--- config.mk ---
export PLATFORM = sky130hd
export DESIGN_NAME = read_bpm_test_link
export DESIGN_NICKNAME = d
export VERILOG_FILES = /design/src/rtl/read_bpm_test_link.sv
export SDC_FILE = /design/constraint.sdc
export NUM_CORES = 1
export LEC_CHECK = 0
export BUFFER_PORTS_ARGS = -buffer_cell sky130_fd_sc_hd__buf_4
export CORE_MARGIN = 3
export CORE_UTILIZATION = 40
export DETAILED_ROUTE_END_ITERATION = 10
export SLEW_MARGIN = 30
export SYNTH_ARGS = -nofsm -noshare
export SYNTH_HDL_FRONTEND = slang
export SYNTH_SLANG_ARGS = --single-unit
--- constraint.sdc ---
create_clock -name auroraUserClk -period 7.7 [get_ports auroraUserClk]
set_input_delay 1.54 -clock auroraUserClk [delete_from_list [all_inputs] [get_ports auroraUserClk]]
set_output_delay 1.54 -clock auroraUserClk [all_outputs]
set_load 0.03 [all_outputs]
--- src/rtl/read_bpm_test_link.sv ---
`default_nettype none
// ============================================================================
// Module   : read_bpm_test_link
// Brief    : Receive-side checker for the BPM test link. Checks each
//            four-word test packet (header, X, Y, sum) against the expected
//            pattern. Reports one status code per FA session and keeps
//            good-packet and error-session counters.
// Revision : 1.0 - initial release
// ============================================================================
module read_bpm_test_link #(
    parameter int BPM_COUNT        = 16,
    parameter int CELL_INDEX       = 12,
    parameter int BPM_GLOBAL_INDEX = 2
) (
    input  logic        auroraUserClk,
    input  logic        auroraResetN,
    input  logic        auroraFAstrobe,
    input  logic        auroraChannelUp,
    input  logic [31:0] BPM_TEST_AXI_STREAM_RX_tdata,
    input  logic        BPM_TEST_AXI_STREAM_RX_tvalid,
    input  logic        BPM_TEST_AXI_STREAM_RX_tlast,
    output logic        BPM_TEST_AXI_STREAM_RX_tready,
    output logic        TESTstatusStrobe,
    output logic [1:0]  TESTstatusCode,
    output logic [15:0] packetCount,
    output logic [15:0] errorCount,
    output logic [2:0]  dbgRxState
);

    // Receive FSM encoding (the values are visible on dbgRxState)
    localparam logic [2:0] c_RX_HEADER  = 3'd0;
    localparam logic [2:0] c_RX_X       = 3'd1;
    localparam logic [2:0] c_RX_Y       = 3'd2;
    localparam logic [2:0] c_RX_S       = 3'd3;
    localparam logic [2:0] c_RX_DISCARD = 3'd4;

    // Session status codes
    localparam logic [1:0] c_CODE_OK      = 2'd0;
    localparam logic [1:0] c_CODE_CONTENT = 2'd1;
    localparam logic [1:0] c_CODE_FRAMING = 2'd2;
    localparam logic [1:0] c_CODE_COUNT   = 2'd3;

    localparam logic [4:0]  c_CELL    = CELL_INDEX[4:0];
    localparam logic [3:0]  c_PREFIX  = BPM_GLOBAL_INDEX[3:0];
    localparam logic [6:0]  c_COUNT   = BPM_COUNT[6:0];
    localparam logic [6:0]  c_IDX_MAX = 7'h7F;
    localparam logic [15:0] c_CNT_MAX = 16'hFFFF;

    // Receive state and per-session bookkeeping
    logic [2:0]  r_rxState;
    logic [6:0]  r_pktIdx;
    logic        r_framing;
    logic        r_content;
    logic        r_overflow;
    logic        r_linkDown;
    logic        r_pktBad;
    logic        r_sessionOpen;

    // Session cycle counter tracking
    logic [15:0] r_c;
    logic        r_cValid;
    logic        r_cSeen;

    // Outputs and counters
    logic        r_goodPulse;
    logic        r_statusStrobe;
    logic [1:0]  r_statusCode;
    logic [15:0] r_packetCount;
    logic [15:0] r_errorCount;

    // Combinational decode
    logic        w_beat;
    logic        w_sBeat;
    logic [4:0]  w_idx5;
    logic [31:0] w_expHeader;
    logic [31:0] w_expX;
    logic [31:0] w_expY;
    logic [15:0] w_expC;
    logic        w_sIdxOk;
    logic        w_sCOk;
    logic [2:0]  w_nextState;
    logic        w_wordBad;
    logic        w_framingBeat;
    logic        w_sComplete;
    logic [6:0]  w_pktIdxNext;
    logic        w_overflowNext;
    logic        w_framingNext;
    logic        w_contentNext;
    logic        w_linkDownNext;
    logic        w_pktGood;
    logic        w_close;
    logic [1:0]  w_closeCode;

    // The checker never back-pressures; ready simply follows reset
    assign BPM_TEST_AXI_STREAM_RX_tready = auroraResetN;

    assign w_beat  = BPM_TEST_AXI_STREAM_RX_tvalid && BPM_TEST_AXI_STREAM_RX_tready;
    assign w_sBeat = w_beat && (r_rxState == c_RX_S);
    assign w_idx5  = r_pktIdx[4:0];

    assign w_expHeader = {16'hA5BE, 1'b1, c_CELL, 1'b0, c_PREFIX, w_idx5};
    assign w_expX      = {16'hCAFE, 11'b0, w_idx5};
    assign w_expY      = {16'hBEEF, 11'b0, w_idx5};

    // First S of a session expects the previous C plus one; later S words repeat it
    assign w_expC   = r_cSeen ? r_c : (r_c + 16'd1);
    assign w_sIdxOk = (BPM_TEST_AXI_STREAM_RX_tdata[15:0] == {11'b0, w_idx5});
    assign w_sCOk   = !r_cValid || (BPM_TEST_AXI_STREAM_RX_tdata[31:16] == w_expC);

    // Next-state, word check and framing decode for the current beat
    always_comb begin
        w_nextState   = r_rxState;
        w_wordBad     = 1'b0;
        w_framingBeat = 1'b0;
        w_sComplete   = 1'b0;
        if (w_beat) begin
            case (r_rxState)
                c_RX_HEADER: begin
                    w_wordBad = (BPM_TEST_AXI_STREAM_RX_tdata != w_expHeader);
                    if (BPM_TEST_AXI_STREAM_RX_tlast) begin
                        w_framingBeat = 1'b1;
                        w_nextState   = c_RX_HEADER;
                    end else begin
                        w_nextState = c_RX_X;
                    end
                end
                c_RX_X: begin
                    w_wordBad = (BPM_TEST_AXI_STREAM_RX_tdata != w_expX);
                    if (BPM_TEST_AXI_STREAM_RX_tlast) begin
                        w_framingBeat = 1'b1;
                        w_nextState   = c_RX_HEADER;
                    end else begin
                        w_nextState = c_RX_Y;
                    end
                end
                c_RX_Y: begin
                    w_wordBad = (BPM_TEST_AXI_STREAM_RX_tdata != w_expY);
                    if (BPM_TEST_AXI_STREAM_RX_tlast) begin
                        w_framingBeat = 1'b1;
                        w_nextState   = c_RX_HEADER;
                    end else begin
                        w_nextState = c_RX_S;
                    end
                end
                c_RX_S: begin
                    w_wordBad = !(w_sIdxOk && w_sCOk);
                    if (BPM_TEST_AXI_STREAM_RX_tlast) begin
                        w_sComplete = 1'b1;
                        w_nextState = c_RX_HEADER;
                    end else begin
                        // Packet runs on past its sum word: resync on the next tlast
                        w_framingBeat = 1'b1;
                        w_nextState   = c_RX_DISCARD;
                    end
                end
                c_RX_DISCARD: begin
                    if (BPM_TEST_AXI_STREAM_RX_tlast) begin
                        w_nextState = c_RX_HEADER;
                    end
                end
                default: begin
                    w_nextState = c_RX_HEADER;
                end
            endcase
        end
    end

    // Flag and index values including this cycle's beat, used both for update and close
    assign w_pktIdxNext   = (w_sComplete && (r_pktIdx != c_IDX_MAX)) ? (r_pktIdx + 7'd1) : r_pktIdx;
    assign w_overflowNext = r_overflow || (w_sComplete && (r_pktIdx >= c_COUNT));
    assign w_linkDownNext = r_linkDown || !auroraChannelUp;
    assign w_contentNext  = r_content || w_wordBad;
    // A strobe arriving with a packet still in flight cuts it off
    assign w_framingNext  = r_framing || w_framingBeat || !auroraChannelUp
                         || (auroraFAstrobe && (w_nextState != c_RX_HEADER));
    assign w_pktGood      = w_sComplete && !r_pktBad && !w_wordBad;
    assign w_close        = auroraFAstrobe && r_sessionOpen;

    // Session result with framing > content > count > OK priority
    always_comb begin
        w_closeCode = c_CODE_OK;
        if (w_framingNext) begin
            w_closeCode = c_CODE_FRAMING;
        end else if (w_contentNext) begin
            w_closeCode = c_CODE_CONTENT;
        end else if ((w_pktIdxNext != c_COUNT) || w_overflowNext) begin
            w_closeCode = c_CODE_COUNT;
        end
    end

    // Receive FSM, packet index and session flags; the FA strobe restarts the session
    always_ff @(posedge auroraUserClk) begin
        if (!auroraResetN) begin
            r_rxState     <= c_RX_HEADER;
            r_pktIdx      <= 7'd0;
            r_framing     <= 1'b0;
            r_content     <= 1'b0;
            r_overflow    <= 1'b0;
            r_linkDown    <= 1'b0;
            r_pktBad      <= 1'b0;
            r_sessionOpen <= 1'b0;
        end else if (auroraFAstrobe) begin
            r_rxState     <= c_RX_HEADER;
            r_pktIdx      <= 7'd0;
            r_framing     <= 1'b0;
            r_content     <= 1'b0;
            r_overflow    <= 1'b0;
            r_linkDown    <= 1'b0;
            r_pktBad      <= 1'b0;
            r_sessionOpen <= 1'b1;
        end else begin
            r_rxState  <= w_nextState;
            r_pktIdx   <= w_pktIdxNext;
            r_framing  <= w_framingNext;
            r_content  <= w_contentNext;
            r_overflow <= w_overflowNext;
            r_linkDown <= w_linkDownNext;
            if (w_beat && (r_rxState == c_RX_HEADER)) begin
                r_pktBad <= w_wordBad;
            end else if (w_beat) begin
                r_pktBad <= r_pktBad || w_wordBad;
            end
        end
    end

    // Session cycle counter: capture when unknown, otherwise advance to the expected value
    always_ff @(posedge auroraUserClk) begin
        if (!auroraResetN) begin
            r_c      <= 16'd0;
            r_cValid <= 1'b0;
            r_cSeen  <= 1'b0;
        end else begin
            if (w_sBeat) begin
                r_c      <= r_cValid ? w_expC : BPM_TEST_AXI_STREAM_RX_tdata[31:16];
                r_cValid <= 1'b1;
                r_cSeen  <= 1'b1;
            end
            if (auroraFAstrobe) begin
                r_cSeen <= 1'b0;
                // A link drop makes the counter continuity untrustworthy: recapture
                if (!r_sessionOpen || w_linkDownNext) begin
                    r_cValid <= 1'b0;
                end
            end
        end
    end

    // Status strobe, held status code and saturating error-session counter
    always_ff @(posedge auroraUserClk) begin
        if (!auroraResetN) begin
            r_statusStrobe <= 1'b0;
            r_statusCode   <= c_CODE_OK;
            r_errorCount   <= 16'd0;
        end else begin
            r_statusStrobe <= w_close;
            if (w_close) begin
                r_statusCode <= w_closeCode;
                if ((w_closeCode != c_CODE_OK) && (r_errorCount != c_CNT_MAX)) begin
                    r_errorCount <= r_errorCount + 16'd1;
                end
            end
        end
    end

    // Good-packet counter, updated the cycle after the completing sum word
    always_ff @(posedge auroraUserClk) begin
        if (!auroraResetN) begin
            r_goodPulse   <= 1'b0;
            r_packetCount <= 16'd0;
        end else begin
            r_goodPulse <= w_pktGood;
            if (r_goodPulse && (r_packetCount != c_CNT_MAX)) begin
                r_packetCount <= r_packetCount + 16'd1;
            end
        end
    end

    assign TESTstatusStrobe = r_statusStrobe;
    assign TESTstatusCode   = r_statusCode;
    assign packetCount      = r_packetCount;
    assign errorCount       = r_errorCount;
    assign dbgRxState       = r_rxState;

endmodule
`default_nettype wire

# After elaboration in Yosys (flattened, before gate mapping)
# Index checks and enable logic that the tools add are counted.
[classes]
mux = 26
bitwise_logic = 1
eq_ne = 13
mul = 0
n_reduce_logical = 35
n_shift = 0
add_sub_neg = 4
n_lt_le_gt_ge = 1
n_div = 0
[ops]
columns = ["op", "n"]
rows = [
  ["$ne A32 B32 Y1", 3],
  ["$add A16 B1 Y16 const B", 3],
  ["$mux W16", 2],
  ["$ne A16 B16 Y1 const B", 2],
  ["$eq A16 B16 Y1", 1],
  ["$eq A16 B5 Y1", 1],
  ["$pmux W3 S5", 1],
  ["$logic_and A1 B1 Y1", 12],
  ["$mux W1", 12],
  ["$logic_or A1 B1 Y1", 10],
  ["$mux W2", 5],
  ["$mux W3", 3],
  ["$add A7 B1 Y7 const B", 1],
  ["$ge A7 B5 Y1 const B", 1],
  ["$mux W7", 1],
  ["$ne A7 B5 Y1 const B", 1],
  ["$ne A7 B7 Y1 const B", 1],
  ["$eq A3 B2 Y1 const B", 2],
  ["$logic_not A1 Y1", 6],
  ["$pmux W1 S4", 1],
  ["$reduce_bool A2 Y1", 2],
  ["$eq A3 B1 Y1 const B", 1],
  ["$eq A3 B3 Y1 const B", 1],
  ["$logic_not A3 Y1", 1],
  ["other kinds (6)", 6],
]
[word_totals]
word_cells = 96
mem_bits_rw = 0
rom_bits = 0
latch_bits = 0
mem_count = 0
regBits = 70

# Depth between registers and ports, before layout
[logic_depth]
word_depth = 14
depth_mapped = 11
mapped_depth_nobuf = 9

# Least setup slack after synthesis
# No wires, ideal clock.
[synth_path]
kind = "input to register"
from = "in BPM_TEST_AXI_STREAM_RX_tlast"
to = "reg r_errorCount[4] (netlist: errorCount[4])"
setup_slack_ns = 3.915
required_time_ns = 7.576
arrival_ns = 3.661
cell_stages = 10
path_cell_list = "buf_2 > nand3_1 > or2_1 > o41a_1 > o21bai_1 > or4_4 > o32ai_4 > buf_6 > nor3_1 > mux2i_1"
[synth_via]
elab_chain_len = 13
word_cells_on_any_way = 30
classes_between = "eq/ne (1); mux (17); reduce/logical (12)"
[synth_rtl]
columns = ["element", "line_no", "rtl"]
rows = [
  ["from (decl)", "21", "input logic BPM_TEST_AXI_STREAM_RX_tlast,"],
  ["$mux W1", "n/a", ""],
  ["$mux W1", "117", "case (r_rxState)"],
  ["$mux W1", "116", "if (w_beat) begin"],
  ["$logic_and A1 B1 Y1", "169", "assign w_pktIdxNext = (w_sComplete && (r_pktIdx != c_IDX_MAX)) ? (r_pktIdx + 7'd1) : r_pktIdx;"],
  ["$mux W7", "169", ""],
  ["$ne A7 B5 Y1", "186", "end else if ((w_pktIdxNext != c_COUNT) || w_overflowNext) begin"],
  ["$logic_or A1 B1 Y1", "186", ""],
  ["$mux W2", "186", ""],
  ["$mux W2", "184", "end else if (w_contentNext) begin"],
  ["$mux W2 (*)", "182", "if (w_framingNext) begin"],
  ["$reduce_bool A2 Y1 (*)", "258", "if ((w_closeCode != c_CODE_OK) && (r_errorCount != c_CNT_MAX)) begin"],
  ["$logic_and A1 B1 Y1 (*)", "258", ""],
  ["$reduce_and A2 Y1 (no line) (*)", "n/a", ""],
  ["to (signal assigned)", "259", "r_errorCount <= r_errorCount + 16'd1;"],
  ["to (decl)", "69", "logic [15:0] r_errorCount;"],
]
# Every way passes the cells marked *; elsewhere a longest branch is shown, timed or not.
# A chain may end at the register's enable or synchronous reset.

# Final worst setup path
[layout_path]
from = "in BPM_TEST_AXI_STREAM_RX_tdata[5]"
to = "reg r_errorCount[1] (netlist: errorCount[1])"
[layout_via]
elab_chain_len = 11
word_cells_on_any_way = 14
classes_between = "eq/ne (4); mux (4); reduce/logical (6)"
[layout_rtl]
columns = ["element", "line_no", "rtl"]
rows = [
  ["from (decl)", "19", "input logic [31:0] BPM_TEST_AXI_STREAM_RX_tdata,"],
  ["$eq A16 B5 Y1", "107", "assign w_sIdxOk = (BPM_TEST_AXI_STREAM_RX_tdata[15:0] == {11'b0, w_idx5});"],
  ["$logic_and A1 B1 Y1", "146", "w_wordBad = !(w_sIdxOk && w_sCOk);"],
  ["$logic_not A1 Y1", "146", ""],
  ["$pmux W1 S4 (*)", "117", ""],
  ["$mux W1 (*)", "116", ""],
  ["$logic_or A1 B1 Y1 (*)", "172", "assign w_contentNext = r_content || w_wordBad;"],
  ["$mux W2 (*)", "184", ""],
  ["$mux W2 (*)", "182", ""],
  ["$reduce_bool A2 Y1 (*)", "258", ""],
  ["$logic_and A1 B1 Y1 (*)", "258", ""],
  ["$reduce_and A2 Y1 (no line) (*)", "n/a", ""],
]
# Marked as above.

==> results.md <==
* Buffers on Ports at 76
* Max-slew violation count at 0
* Max Cap Viol at 0
* Sink Count at 70
* Worst EP required at 7.94 ns
* Clock power share at 0.422
* Root Buffer: clkbuf_8
* Dpl ws at 3.13 ns
* Clock buffer count from CTS at 9
* Wire length per cell at 15.7 um
* Top cells by count, synth: 74 x nor2_1, 70 x dfxtp_1, 59 x nand2_1
* Number of distinct library cells after synthesis at 66
* CTS tree: built
* Setup TNS Final at 0 ns
* Ports at 77
* RSZ-0062 raised after global routing: no
* Pre-antenna DRT Iters at 5
* Initial core utilization at 0.422
* Post-synth EDFFs at 0
* Slew @ Worst Pin at 0.917 ns
* Worst flop-to-flop path endpoint: errorCount[1]
* Worst Reg-to-Reg Cells at 9
* GRT Util Overall at 0.199
* Vias/cell at 5.69
* Net Count, Synth at 638
* Setup bufs post-CTS at 0
* CP most frequent cell: nor4_1
* Die span in y at 112 um
* Drt drc at 0
* Yosys reg bits at 70
* Cts hold-fix bufs at 0
* Vias in the first global route at 4234
* Endpoints failing hold at 0
* Cell taking the most area after synthesis: dfxtp_1
* Sequential area share after synthesis at 0.313
* Arr. time, crit path at 4.47 ns
* Share of cells above drive strength 1 at 0.170
* # diodes at 0
* Reg2reg setup slack at 4.01 ns
* Combinational Power Share at 0.088
* Largest net degree at the start of global routing at 29
* Dpl hpwl at 8.58 mm
* Die X at 112 um
* GR Overflow Total at 0
* Hold_sp: r_pktBad
* Sequential share of power at 0.491
* Placed instance area at 5030 um2
* Final Routed Wirelength at 12.3 mm
* P&R area growth vs syn at 17.6%
* Final worst-path cycle share at 0.550
* H-tree depth at 3
* Startpoint types: input pin
* Clock transition at the registers of the reported paths at 0.08 ns
* Most common cell in the netlist: nor2_1
* Layout Skew at 0.0107 ns
* Syn Area/Cell at 7.51 um2
* Core area at 10600 um2
* Skew-Pair Late Insertion Delay at 0.35 ns
* Worst Hold Endpoint: r_goodPulse
* Int Pwr at 0.000554 W
* Switch Pwr at 0.000194 W
* GPL Wtd Cong at 0.871
* Synth warnings at 0
* CTS resizes at 0
* Drt initial violations at 286
* R2r startpoint: r_c[1]
* Post-Syn Area at 4470 um2
* Top cell type's share of synthesized area at 0.313
* Fraction of registers with async set/reset at 0
* Switching share of power at 0.260
* Hold Path Class: reg -> reg
* Critical Path Max Stage Delay at 0.83 ns
* Primary FF master, synth: dfxtp_1
* First-pass GRT wire length at 20.9 mm
* Vias at 4460
* Crit-path max FO at 28
* Fillers at 1050
* Crit end category: register
* Worst relative slew slack at 0.389
* Min Tclk post-route at 4.24 ns
* Initial antenna violation count at 0
* Status: completed
* Post-route setup slack at 3.46 ns
* Maximum clock rate at 236 MHz
* P per Cell Area at 142 nW/um2
* Total die area at 12500 um2
* Deepest clock path buffer count at 2
* Finished Cell Area at 5260 um2
* Total Nets Final at 686
* Pleak at 1.92 nW
* Synth top area cells: dfxtp_1 31%, nor2_1 6.2%, a21oi_1 5.8%
* Final count of negative-setup-slack endpoints at 0
* Worst Setup Path Type: in -> reg
* WHS Path Cells at 1
* Cell Rows at 37
* Worst-path cell chain: buf_4 > nor4_1 > nand4_1 > nor4_1 > nand2_1 > o31a_1 > o32ai_4 > nor2b_1 > mux2i_1
* Max VDD drop at 91.0 uV
* Post-route ant nets at 0
* Slowest-stage cell, CP: o32ai_4
* Tot Pwr at 0.000748 W
* Cell count after synthesis at 595
[logic make-up (layout without fill, tap and decap cells)]
logic type,after synthesis,count (layout),synth area share
AO/OA/AOI/OAI,125,125,0.177
XOR/XNOR,43,43,0.0842
adder cells (fa/ha/maj),5,5,0.0140
buffers and inverters,52,105,0.0512
flip-flops,70,70,0.313
multiplexers,7,7,0.0157
AND/OR/NAND/NOR,293,293,0.345
[registers in the layout (all words and copies together), names as in the netlist]
signal and count:
r_pktBad 1, dbgRxState 3, r_pktIdx 7, r_c 16
r_goodPulse 1, packetCount 16, r_cSeen 1, errorCount 16
r_cValid 1, r_framing 1, r_overflow 1, r_content 1
r_linkDown 1, TESTstatusCode 2, TESTstatusStrobe 1, r_sessionOpen 1
[worst max path at each step]
stage                                    startpoint       endpoint  slack [ns]  depth (start not counted)
floorplan              BPM_TEST_AXI_STREAM_RX_tlast  errorCount[4]        3.91                         10
global placement    BPM_TEST_AXI_STREAM_RX_tdata[5]  errorCount[0]        3.18                          9
detailed placement  BPM_TEST_AXI_STREAM_RX_tdata[5]  errorCount[0]        3.13                          9
CTS                                    auroraResetN  errorCount[1]        3.50                          9
global route        BPM_TEST_AXI_STREAM_RX_tdata[5]  errorCount[1]        3.27                          9
finish              BPM_TEST_AXI_STREAM_RX_tdata[5]  errorCount[1]        3.46                          9
[layout by cell type (no fill, tap or decap), types with 4 or more instances in the layout]
cell	n
a31oi_1	6
a21oi_1	52
ha_1	5
nand2_1	59
o21a_1	5
buf_4	77
o21ai_1	11
nor3b_1	4
inv_1	11
nand2b_1	11
nor4_1	8
and2_1	8
nor3_1	22
o31ai_1	5
and3_1	14
or3_1	17
xnor2_1	23
mux2i_1	7
nand4b_1	5
xor2_1	20
nand3_1	21
o21ai_0	13
a211oi_1	6
nand4_1	19
dfxtp_1	70
nor2_1	73
clkbuf_8	10
or4_1	4
[power groups by stage]
stage	Clock [W]	Sequential, W	Combinational, W
final	0.000315	0.000367	0.0000656
after global routing	0.000340	0.000367	0.0000716
after CTS	0.000326	0.000367	0.0000657
after detailed placement	0	0.000375	0.0000654
after global placement	0	0.000376	0.0000644
after floorplan	0	0.000378	0.0000318
[metrics by stage]
step / std cells / utilization / hold slack, ns
2_1_floorplan: 595 / - / 0.401
3_3_place_gp: 768 / 0.475 / 0.428
3_5_place_dp: 768 / 0.475 / 0.424
4_1_cts: 784 / 0.494 / 0.452
5_1_grt: 784 / 0.496 / 0.468
6_report: 784 / 0.496 / 0.456
[worst max-delay path: cells and delay by family]
family | cells | cell delay [ns]
AND/OR/NAND/NOR | 5 | 1.44
AO/OA/AOI/OAI | 2 | 1.21
buffers and inverters | 1 | 0.11
multiplexers | 1 | 0.17
[metal layers]
metal	GRT usage	wire length, um	part of all wire
met3	0.0408	542	0.044
met1	0.273	5790	0.47
met5	0	0	0
met4	0.0462	106	0.0086
met2	0.324	5850	0.48
[cell type report]
| class | count | area, um2 | share of cell area |
|---|---|---|---|
| multi-input combinational | 473 | 2860 | 0.543 |
| sequential | 70 | 1400 | 0.267 |
| timing repair buffer | 77 | 578 | 0.110 |
| tap | 136 | 170 | 0.0324 |
| clock buffer | 10 | 138 | 0.0262 |
| clock inverter | 6 | 68.8 | 0.0131 |
| inverter | 12 | 45.0 | 0.00857 |
Note: power is estimated with default switching activity, not from simulation.
